**src/rtl/pd_pkg.sv**
```systemverilog
// ============================================================================
// Module      : pd_pkg
// Description : Shared types and defaults for the pulse-period front end.
// Revision    : 1.0  initial release
// ============================================================================
`default_nettype none

package pd_pkg;

    typedef enum logic [1:0] {
        IDLE  = 2'd0,
        ARMED = 2'd1,
        STALE = 2'd2
    } pd_state_t;

    localparam int DIV_DEFAULT      = 1_000_000;
    localparam int FILT_LEN_DEFAULT = 4;
    localparam int QW_DEFAULT       = 8;
    localparam int QMAX             = 2**QW_DEFAULT - 1;

endpackage

`default_nettype wire

```
**src/rtl/pulse_filter.sv**
```systemverilog
// ============================================================================
// Module      : pulse_filter
// Description : Two-flop synchroniser, run-length de-glitch filter and rising
//               edge detector for the raw pulse input.
// Revision    : 1.0  initial release
// ============================================================================
`default_nettype none

module pulse_filter
    import pd_pkg::*;
#(
    parameter int FILT_LEN = FILT_LEN_DEFAULT
) (
    input  logic clk,
    input  logic rst,
    input  logic pulse_in,
    output logic level,
    output logic rise
);

    localparam int                c_cw       = (FILT_LEN > 1) ? $clog2(FILT_LEN) : 1;
    localparam logic [c_cw-1:0]   c_run_last = c_cw'(FILT_LEN - 1);

    logic            r_s1;
    logic            r_s2;
    logic            r_level_d;
    logic [c_cw-1:0] r_run;

    always_ff @(posedge clk) begin
        if (rst) begin
            r_s1      <= 1'b0;
            r_s2      <= 1'b0;
            level     <= 1'b0;
            r_level_d <= 1'b0;
            r_run     <= '0;
        end else begin
            r_s1      <= pulse_in;
            r_s2      <= r_s1;
            r_level_d <= level;
            // A single agreeing sample restarts the run, so glitches never accumulate.
            if (r_s2 == level) begin
                r_run <= '0;
            end else if (r_run == c_run_last) begin
                level <= ~level;
                r_run <= '0;
            end else begin
                r_run <= r_run + 1'b1;
            end
        end
    end

    assign rise = level & ~r_level_d;

endmodule

`default_nettype wire

```
**src/rtl/pd_control.sv**
```systemverilog
// ============================================================================
// Module      : pd_control
// Description : Pulse-period front end: prescaler, measurement FSM and period
//               capture register around the pulse_filter edge detector.
// Revision    : 1.0  initial release
// ============================================================================
`default_nettype none

module pd_control
    import pd_pkg::*;
#(
    parameter int DIV      = DIV_DEFAULT,
    parameter int FILT_LEN = FILT_LEN_DEFAULT,
    parameter int QW       = QW_DEFAULT
) (
    input  logic          clk,
    input  logic          rst,
    input  logic          pulse_in,
    input  logic [QW-1:0] q,
    output logic          enb,
    output logic          clr,
    output logic          cap,
    output logic [QW-1:0] period,
    output logic          period_valid,
    output logic          timeout
);

    localparam int              c_pw       = (DIV > 1) ? $clog2(DIV) : 1;
    localparam logic [c_pw-1:0] c_pre_last = c_pw'(DIV - 1);
    localparam logic [QW-1:0]   c_qsat     = '1;

    pd_state_t       r_state;
    logic [c_pw-1:0] r_pre;
    logic            w_level;
    logic            w_rise;
    logic            w_edge;
    logic            w_sat;
    logic            w_clr_next;

    pulse_filter #(
        .FILT_LEN (FILT_LEN)
    ) u_filter (
        .clk      (clk),
        .rst      (rst),
        .pulse_in (pulse_in),
        .level    (w_level),
        .rise     (w_rise)
    );

    assign w_edge = w_rise & w_level;
    // q still holds the old count during a clr cycle, so it cannot signal saturation then.
    assign w_sat  = (q == c_qsat) && !clr;

    always_comb begin
        w_clr_next = 1'b0;
        case (r_state)
            IDLE:    w_clr_next = w_edge;
            ARMED:   w_clr_next = w_edge && !w_sat;
            STALE:   w_clr_next = w_edge;
            default: w_clr_next = 1'b0;
        endcase
    end

    always_ff @(posedge clk) begin
        if (rst) begin
            r_state      <= IDLE;
            r_pre        <= '0;
            enb          <= 1'b0;
            clr          <= 1'b0;
            cap          <= 1'b0;
            period       <= '0;
            period_valid <= 1'b0;
            timeout      <= 1'b0;
        end else begin
            clr   <= w_clr_next;
            cap   <= w_clr_next && (r_state == ARMED);
            enb   <= (r_state != IDLE) && !w_clr_next && (r_pre == c_pre_last);
            r_pre <= (w_clr_next || (r_pre == c_pre_last)) ? '0 : r_pre + 1'b1;

            // q is sampled in the cap cycle itself, before the counter clears.
            if (cap) begin
                period       <= q;
                period_valid <= 1'b1;
            end

            case (r_state)
                IDLE: begin
                    if (w_edge) r_state <= ARMED;
                end
                ARMED: begin
                    if (w_sat) begin
                        r_state      <= STALE;
                        timeout      <= 1'b1;
                        period_valid <= 1'b0;
                    end
                end
                STALE: begin
                    if (w_edge) begin
                        r_state <= ARMED;
                        timeout <= 1'b0;
                    end
                end
                default: r_state <= IDLE;
            endcase
        end
    end

endmodule

`default_nettype wire

```
**config.mk**
```make
export PLATFORM = sky130hd
export DESIGN_NAME = pd_control
export DESIGN_NICKNAME = d
export VERILOG_FILES = /design/src/rtl/pd_pkg.sv /design/src/rtl/pulse_filter.sv /design/src/rtl/pd_control.sv
export SDC_FILE = /design/constraint.sdc
export NUM_CORES = 1
export LEC_CHECK = 0
export ABC_AREA = 1
export CAP_MARGIN = 15
export CORE_AREA = 2 2 81 83
export CTS_CLUSTER_DIAMETER = 80
export DETAILED_ROUTE_END_ITERATION = 10
export DIE_AREA = 0 0 83 85
export PLACE_DENSITY_LB_ADDON = 0.05
export SLEW_MARGIN = 20
export SYNTH_ARGS = -nofsm -noshare
export SYNTH_HDL_FRONTEND = slang
export SYNTH_SLANG_ARGS = --single-unit
```
**constraint.sdc**
```tcl
create_clock -name clk -period 2.4 [get_ports clk]
set_input_delay 0.36 -clock clk [delete_from_list [all_inputs] [get_ports clk]]
set_output_delay 0.36 -clock clk [all_outputs]
set_load 0.01 [all_outputs]
```
==> results by group, run 1 <==
Finish
  – NumNets Final: 283
  – Fill count: 696
  – Sequential cell area: 821 µm²
  – Layout cells sized above 1: 0.0664
  – Synth-to-Final Area Change: 23.3%
  – Antenna diodes: 0
  – Area of the multi-input gates: 841 µm²

Placement
  – I/O Buffers: 23
  – Placer Congestion: 0.739
  – Post-detail-place hpwl: 2.87 mm

Route
  – DRC viols: 0
  – Routed Wire Length: 3.91 mm
  – Vias: 1502
  – Iteration-0 DRC Markers: 33
  – Vias per cell: 4.32
  – First-pass detailed-route iteration total: 4
  – Routed len/inst: 11.2 µm
  – Final ANT Viol Nets: 0

Clock tree
  – CTS tree: yes
  – Clock transition at the registers of the reported paths: 90 ps
  – TritonCTS Buffers: 5
  – CTS Hold Bufs: 0
  – Cts repair resizes: 0
  – Root Buffer: clkbuf_8
  – Htree depth: 2
  – CTS max path bufs: 2
  – # clock sinks: slightly above 40
  – Setup bufs post-CTS: 0
  – Clock Latency Late Sink: 310 ps

Synth
  – Sequential area share after synthesis: 0.460
  – Mean Syn Cell Area: 7.40 µm²
  – Post-synth ARST share: 0
  – Synth cell types: 23
  – EDFF count, synth: 0
  – Count leader, synth: nor2_1
  – Share of the synthesized area in the top cell type: 0.460
  – Dominant synthesized flop cell: dfxtp_1
  – Synth cell count leaders: 70 x nor2_1, 43 x nand2_1, 41 x dfxtp_1, 23 x inv_1, 12 x nand3_1
  – Area leader, netlist: dfxtp_1
  – Warnings, synthesis: 0
  – FF+latch count, synth: 41
  – Synth Instances: 241
  – Syn_nets: between 200 and 300
  – Mapped cell area: 0.00178 mm²
  – Largest cells by area after synthesis: dfxtp_1 46%, nor2_1 15%, nand2_1 9.1%

Floorplan
  – Core area: 0.00620 mm²
  – Initial Util: 0.287
  – Die H: approximately 85 µm
  – # IOs: 24
  – Row count: 29
  – Total die area: 0.00706 mm²
  – Die width: just over 80 µm

Critical path
  – WP data required: 2580 ps
  – Critical path class: register to register
  – Crit path cell chain: ha_1 -> nand2_1 -> nor2_4 -> nand2_1 -> nand3b_4 -> nand3_2 -> buf_4 -> nor2_1
  – CP endpoint kind: register
  – Crit path arrival time: around 1900 ps
  – Crit-path most repeated cell: nand2_1
  – Startpoint types: register
  – Slowest-stage cell, CP: dfxtp_1
  – Buffers and inverters on the worst path: 1
  – Max incr delay on CP: 390 ps
  – Crit path max fanout: 20
  – CP delay by family, top: simple AND/OR/NAND/NOR gates

STA
  – Final worst path period share: 0.700
  – Slew @ Worst Pin: 355 ps
  – RSZ-0062 raised after global routing: no
  – Final hold vios: 0
  – Setup TNS Final: 0 ps
  – Skew final: 16.2 ps
  – Slew headroom: 0.762
  – Max-slew violation count: 0
  – Fmax: 0.595 GHz
  – Final min period: between 1500 and 2000 ps
  – Final setup viols: 0

GRT
  – Via count of the first global-routing pass: between 1.5k and 2k
  – Global-route wire length before repair: between 6 and 7 mm
  – Gr usage total: 0.122
  – Pin count of the biggest net entering global routing: 21
  – Gr ovfl total: 0
  – Initial antenna violation count: 0

Run status
  – Outcome: completed

Power
  – Leak: 0.818 nW
  – Design Power: 1.22 mW
  – IR drop worst, VDD: 250 µV
  – Power per Cell Area: 554 mW/mm²

Min path
  – Worst min path class: register to register

Flow run
  – Max-Cap Viols: 0
## kinds of logic (layout without fill, tap and decap cells)
kind of cell / after synthesis / in the layout / synth area share
xor+xnor: 15 / 15 / 0.0737
buf+inv: 28 / 58 / 0.0681
compound gates: 19 / 19 / 0.0603
flops: 41 / 41 / 0.460
fa+ha+maj: 2 / 2 / 0.0140
simple gates: 136 / 136 / 0.324
## state kept, by name (all words and copies together), names as in the netlist, 2 cells and up
signal / cells
period: 8
r_state: 2
u_filter.r_run: 2
r_pre: 20
## metal layers
layer | GRT usage | share of wire | up-vias
met3 | 0.0331 | 0.035 | 7
met2 | 0.210 | 0.46 | 21
met1 | 0.142 | 0.48 | 672
li1 | - | - | 802
met4 | 0.0537 | 0.018 | 0
met5 | 0 | 0 | -
## per-stage QoR
| stage | cells | cell area (µm²) | worst slack (ps) | hold WS, ps | utilization |
|---|---|---|---|---|---|
| finish | 348 | 2200 | 720 | 406 | 0.354 |
| global route | 348 | 2200 | 566 | 420 | 0.354 |
| CTS | 348 | 2200 | 672 | 407 | 0.354 |
| detailed placement | 340 | 2100 | 517 | 393 | 0.339 |
| global placement | 340 | 2100 | 558 | 392 | 0.339 |
| floorplan | 241 | 1780 | 1030 | 388 | - |
## cell usage in the layout, fill, tap and decap left out
cell,synthesis,final
clkdlybuf4s50_1,0,23
nor2_1,70,70
buf_4,0,4
nand3_1,12,12
nand2_1,43,43
nor2_2,2,2
a21oi_1,5,5
xor2_1,10,10
ha_1,2,2
clkinvlp_4,0,1
o211a_1,1,1
clkinv_4,0,1
clkbuf_8,0,5
nand4_1,4,4
o211ai_1,2,2
dfxtp_1,41,41
o21bai_1,1,1
nand2_2,1,1
inv_6,0,1
nor2_4,1,1
o21ai_0,10,10
nand3_2,1,1
nand3b_1,1,1
xnor2_1,5,5
inv_1,23,23
nand3b_4,1,1
## final timing paths
check	end	slack [ps]	from	cells past startpoint
max	r_pre[7]	720	r_pre[0]	8
min	u_filter.r_s2	410	u_filter.r_s1	2
max reg2reg	r_pre[7]	720	r_pre[0]	8
min reg2reg	u_filter.r_s2	410	u_filter.r_s1	2
## final cells by class
class,count,area share
clock inverter,3,0.0114
sequential,41,0.373
multi-input combinational,172,0.382
tap,77,0.0438
timing repair buffer,27,0.118
inverter,23,0.0393
clock buffer,5,0.0313
## worst register-to-register path: cells and delay by family (launching register included)
kind          cells  cell delay, ps
flops             1             390
simple gates      6             730
fa+ha+maj         1             210
buf+inv           1             240
## power by group
part,switching [mW],internal (mW),leakage [nW],total [mW]
registers,0.00503,0.686,0.331,0.691
clock network,0.269,0.210,0.0447,0.479
logic,0.0228,0.0255,0.442,0.0483
total,0.297,0.922,0.818,1.22
(Power assumes the default switching activity.)
==> inputs of run 2 (changes only) <==
==> constraint.sdc (replaced) <==
create_clock -name clk -period 1.6 [get_ports clk]
set_input_delay 0.24 -clock clk [delete_from_list [all_inputs] [get_ports clk]]
set_output_delay 0.24 -clock clk [all_outputs]
set_load 0.01 [all_outputs]
==> results by group, run 2 (same netlist as run 1, synthesis figures left out) <==
Run status
  – Outcome: completed

Critical path
  – Crit path max fanout: 20
  – Levels on crit path: 8
  – Crit path arrival time: roughly 1700 ps
  – Crit-path most repeated cell: nand2_1
  – CP endpoint kind: register
  – WP data required: 1790 ps
  – R2r setup slk: 140 ps
  – Max incr delay on CP: 350 ps
  – Buffers and inverters on the worst path: 1
  – Critical path class: register to register
  – Startpoint types: register
  – Crit path cell chain: ha_2 -> nand2_1 -> nor2_4 -> nand2_1 -> nand3b_4 -> nand3_2 -> buf_12 -> nor2_1
  – Worst R2R Path Depth: 8
  – CP delay by family, top: simple AND/OR/NAND/NOR gates
  – Slowest-stage cell, CP: dfxtp_1

Placement
  – DP Area: between 0.002 and 0.0025 mm²
  – Placer Congestion: 0.711
  – Setup Slack @ Placement: -112 ps
  – Placed insts: 345
  – I/O Buffers: 23
  – Post-detail-place hpwl: 2.76 mm

Finish
  – Layout cells sized above 1: 0.0906
  – Commonest non-fill, non-tap cells in the layout: 70 x nor2_1, 43 x nand2_1, 40 x dfxtp_1
  – Antenna diodes: 0
  – Area of the multi-input gates: around 850 µm²
  – Biggest register: r_pre
  – Synth-to-Final Area Change: 27.6%
  – Max reg flops: 20
  – Top flop regs: r_pre x20, period x8
  – NumNets Final: 288
  – Fill count: 688
  – Non-Filler Instances: between 300 and 400
  – Commonest non-fill, non-tap cell in the layout: nor2_1
  – Post-route cell area: 0.00227 mm²
  – Sequential cell area: 822 µm²

Route
  – DRC viols: 0
  – Final ANT Viol Nets: 0
  – Routed len/inst: between 10 and 15 µm
  – Iteration-0 DRC Markers: 47
  – First-pass detailed-route iteration total: 4
  – Vias per cell: 4.26
  – Vias: about 1.5k
  – Routed Wire Length: 3.76 mm

Clock tree
  – TritonCTS Buffers: 5
  – CTS max path bufs: 2
  – Setup bufs post-CTS: 0
  – Cts repair resizes: 0
  – CTS Hold Bufs: 0
  – Clock transition at the registers of the reported paths: 90 ps
  – Root Buffer: clkbuf_8
  – # clock sinks: 41
  – Clock Latency Late Sink: 300 ps
  – CTS tree: yes
  – Htree depth: 2

STA
  – Max-slew violation count: 0
  – Fmax: 0.684 GHz
  – Final min period: 1460 ps
  – Setup WS post-layout: 138 ps
  – WHS: 407 ps
  – Slew @ Worst Pin: 308 ps
  – RSZ-0062 raised after global routing: no
  – Final hold vios: 0
  – Final setup viols: 0
  – Final worst path period share: 0.914
  – Slew headroom: 0.794
  – Skew final: 12.4 ps

Floorplan
  – Core area: 0.00620 mm²
  – Die width: just over 80 µm
  – Die H: 85 µm
  – Total die area: 0.00706 mm²
  – Initial Util: 0.287
  – Row count: 29
  – # IOs: 24

Power
  – Leak: around 0.85 nW
  – IR drop worst, VDD: 492 µV
  – Power per Cell Area: 868 mW/mm²

Flow run
  – Max-Cap Viols: 0

GRT
  – Initial antenna violation count: 0
  – Global-route wire length before repair: 6.53 mm
  – Gr usage total: 0.116
  – Pin count of the biggest net entering global routing: 21
  – Gr ovfl total: 0
  – Via count of the first global-routing pass: 1482

Min path
  – Hold Path Depth: 2
  – Worst min path class: register to register
run 2: power breakdown:
group          switching, mW  total (mW)  leakage [nW]  internal (mW)
logic                 0.0363      0.0819         0.468         0.0456
registers            0.00649        1.04         0.332           1.03
clock network          0.387       0.856        0.0554          0.469
total                  0.430        1.97         0.855           1.54
run 2: worst paths after layout:
kind / from / endpoint
setup / recovery: r_pre[0] / r_pre[4]
hold / removal: u_filter.r_s1 / u_filter.r_s2
setup reg to reg: r_pre[0] / r_pre[4]
hold reg to reg: u_filter.r_s1 / u_filter.r_s2
run 2: layout make-up:
| type | count | share of cell area |
|---|---|---|
| Multi-Input combinational cell | 172 | 0.373 |
| Sequential cell | 41 | 0.361 |
| Timing Repair Buffer | 32 | 0.136 |
| Tap cell | 77 | 0.0424 |
| Inverter | 23 | 0.0380 |
| Clock buffer | 6 | 0.0319 |
| Clock inverter | 2 | 0.0171 |
run 2: tightest hold or removal path, stage by stage, from the launching register on:
cell and delay (ps):
dfxtp_1 310, inv_1 40, nor2_1 30
run 2: layer usage:
metal / up-vias / GRT usage / share of wire
li1: 816 / - / -
met1: 658 / 0.138 / 0.48
met2: 25 / 0.191 / 0.45
met3: 6 / 0.0467 / 0.049
met4: 0 / 0.0402 / 0.014
met5: - / 0 / 0
run 2: per-stage QoR:
step           setup TNS (ps)  utilization  power [mW]
5_1_grt                     0        0.367        2.05
4_1_cts                     0        0.365        2.00
3_5_place_dp            -1960        0.347        1.14
2_1_floorplan               0            -        1.10
6_report                    0        0.367        1.97
3_3_place_gp            -1200        0.347        1.14
==> inputs of run 3 (changes only) <==
--- a/config.mk
+++ b/config.mk
@@ -11,6 +11,7 @@
 export CTS_CLUSTER_DIAMETER = 80
 export DETAILED_ROUTE_END_ITERATION = 10
 export DIE_AREA = 0 0 83 85
+export HOLD_SLACK_MARGIN = 0.06
 export PLACE_DENSITY_LB_ADDON = 0.05
 export SLEW_MARGIN = 20
 export SYNTH_ARGS = -nofsm -noshare
==> results of run 3 <==
Final layout, timing and power as in run 2 (identical DEF).
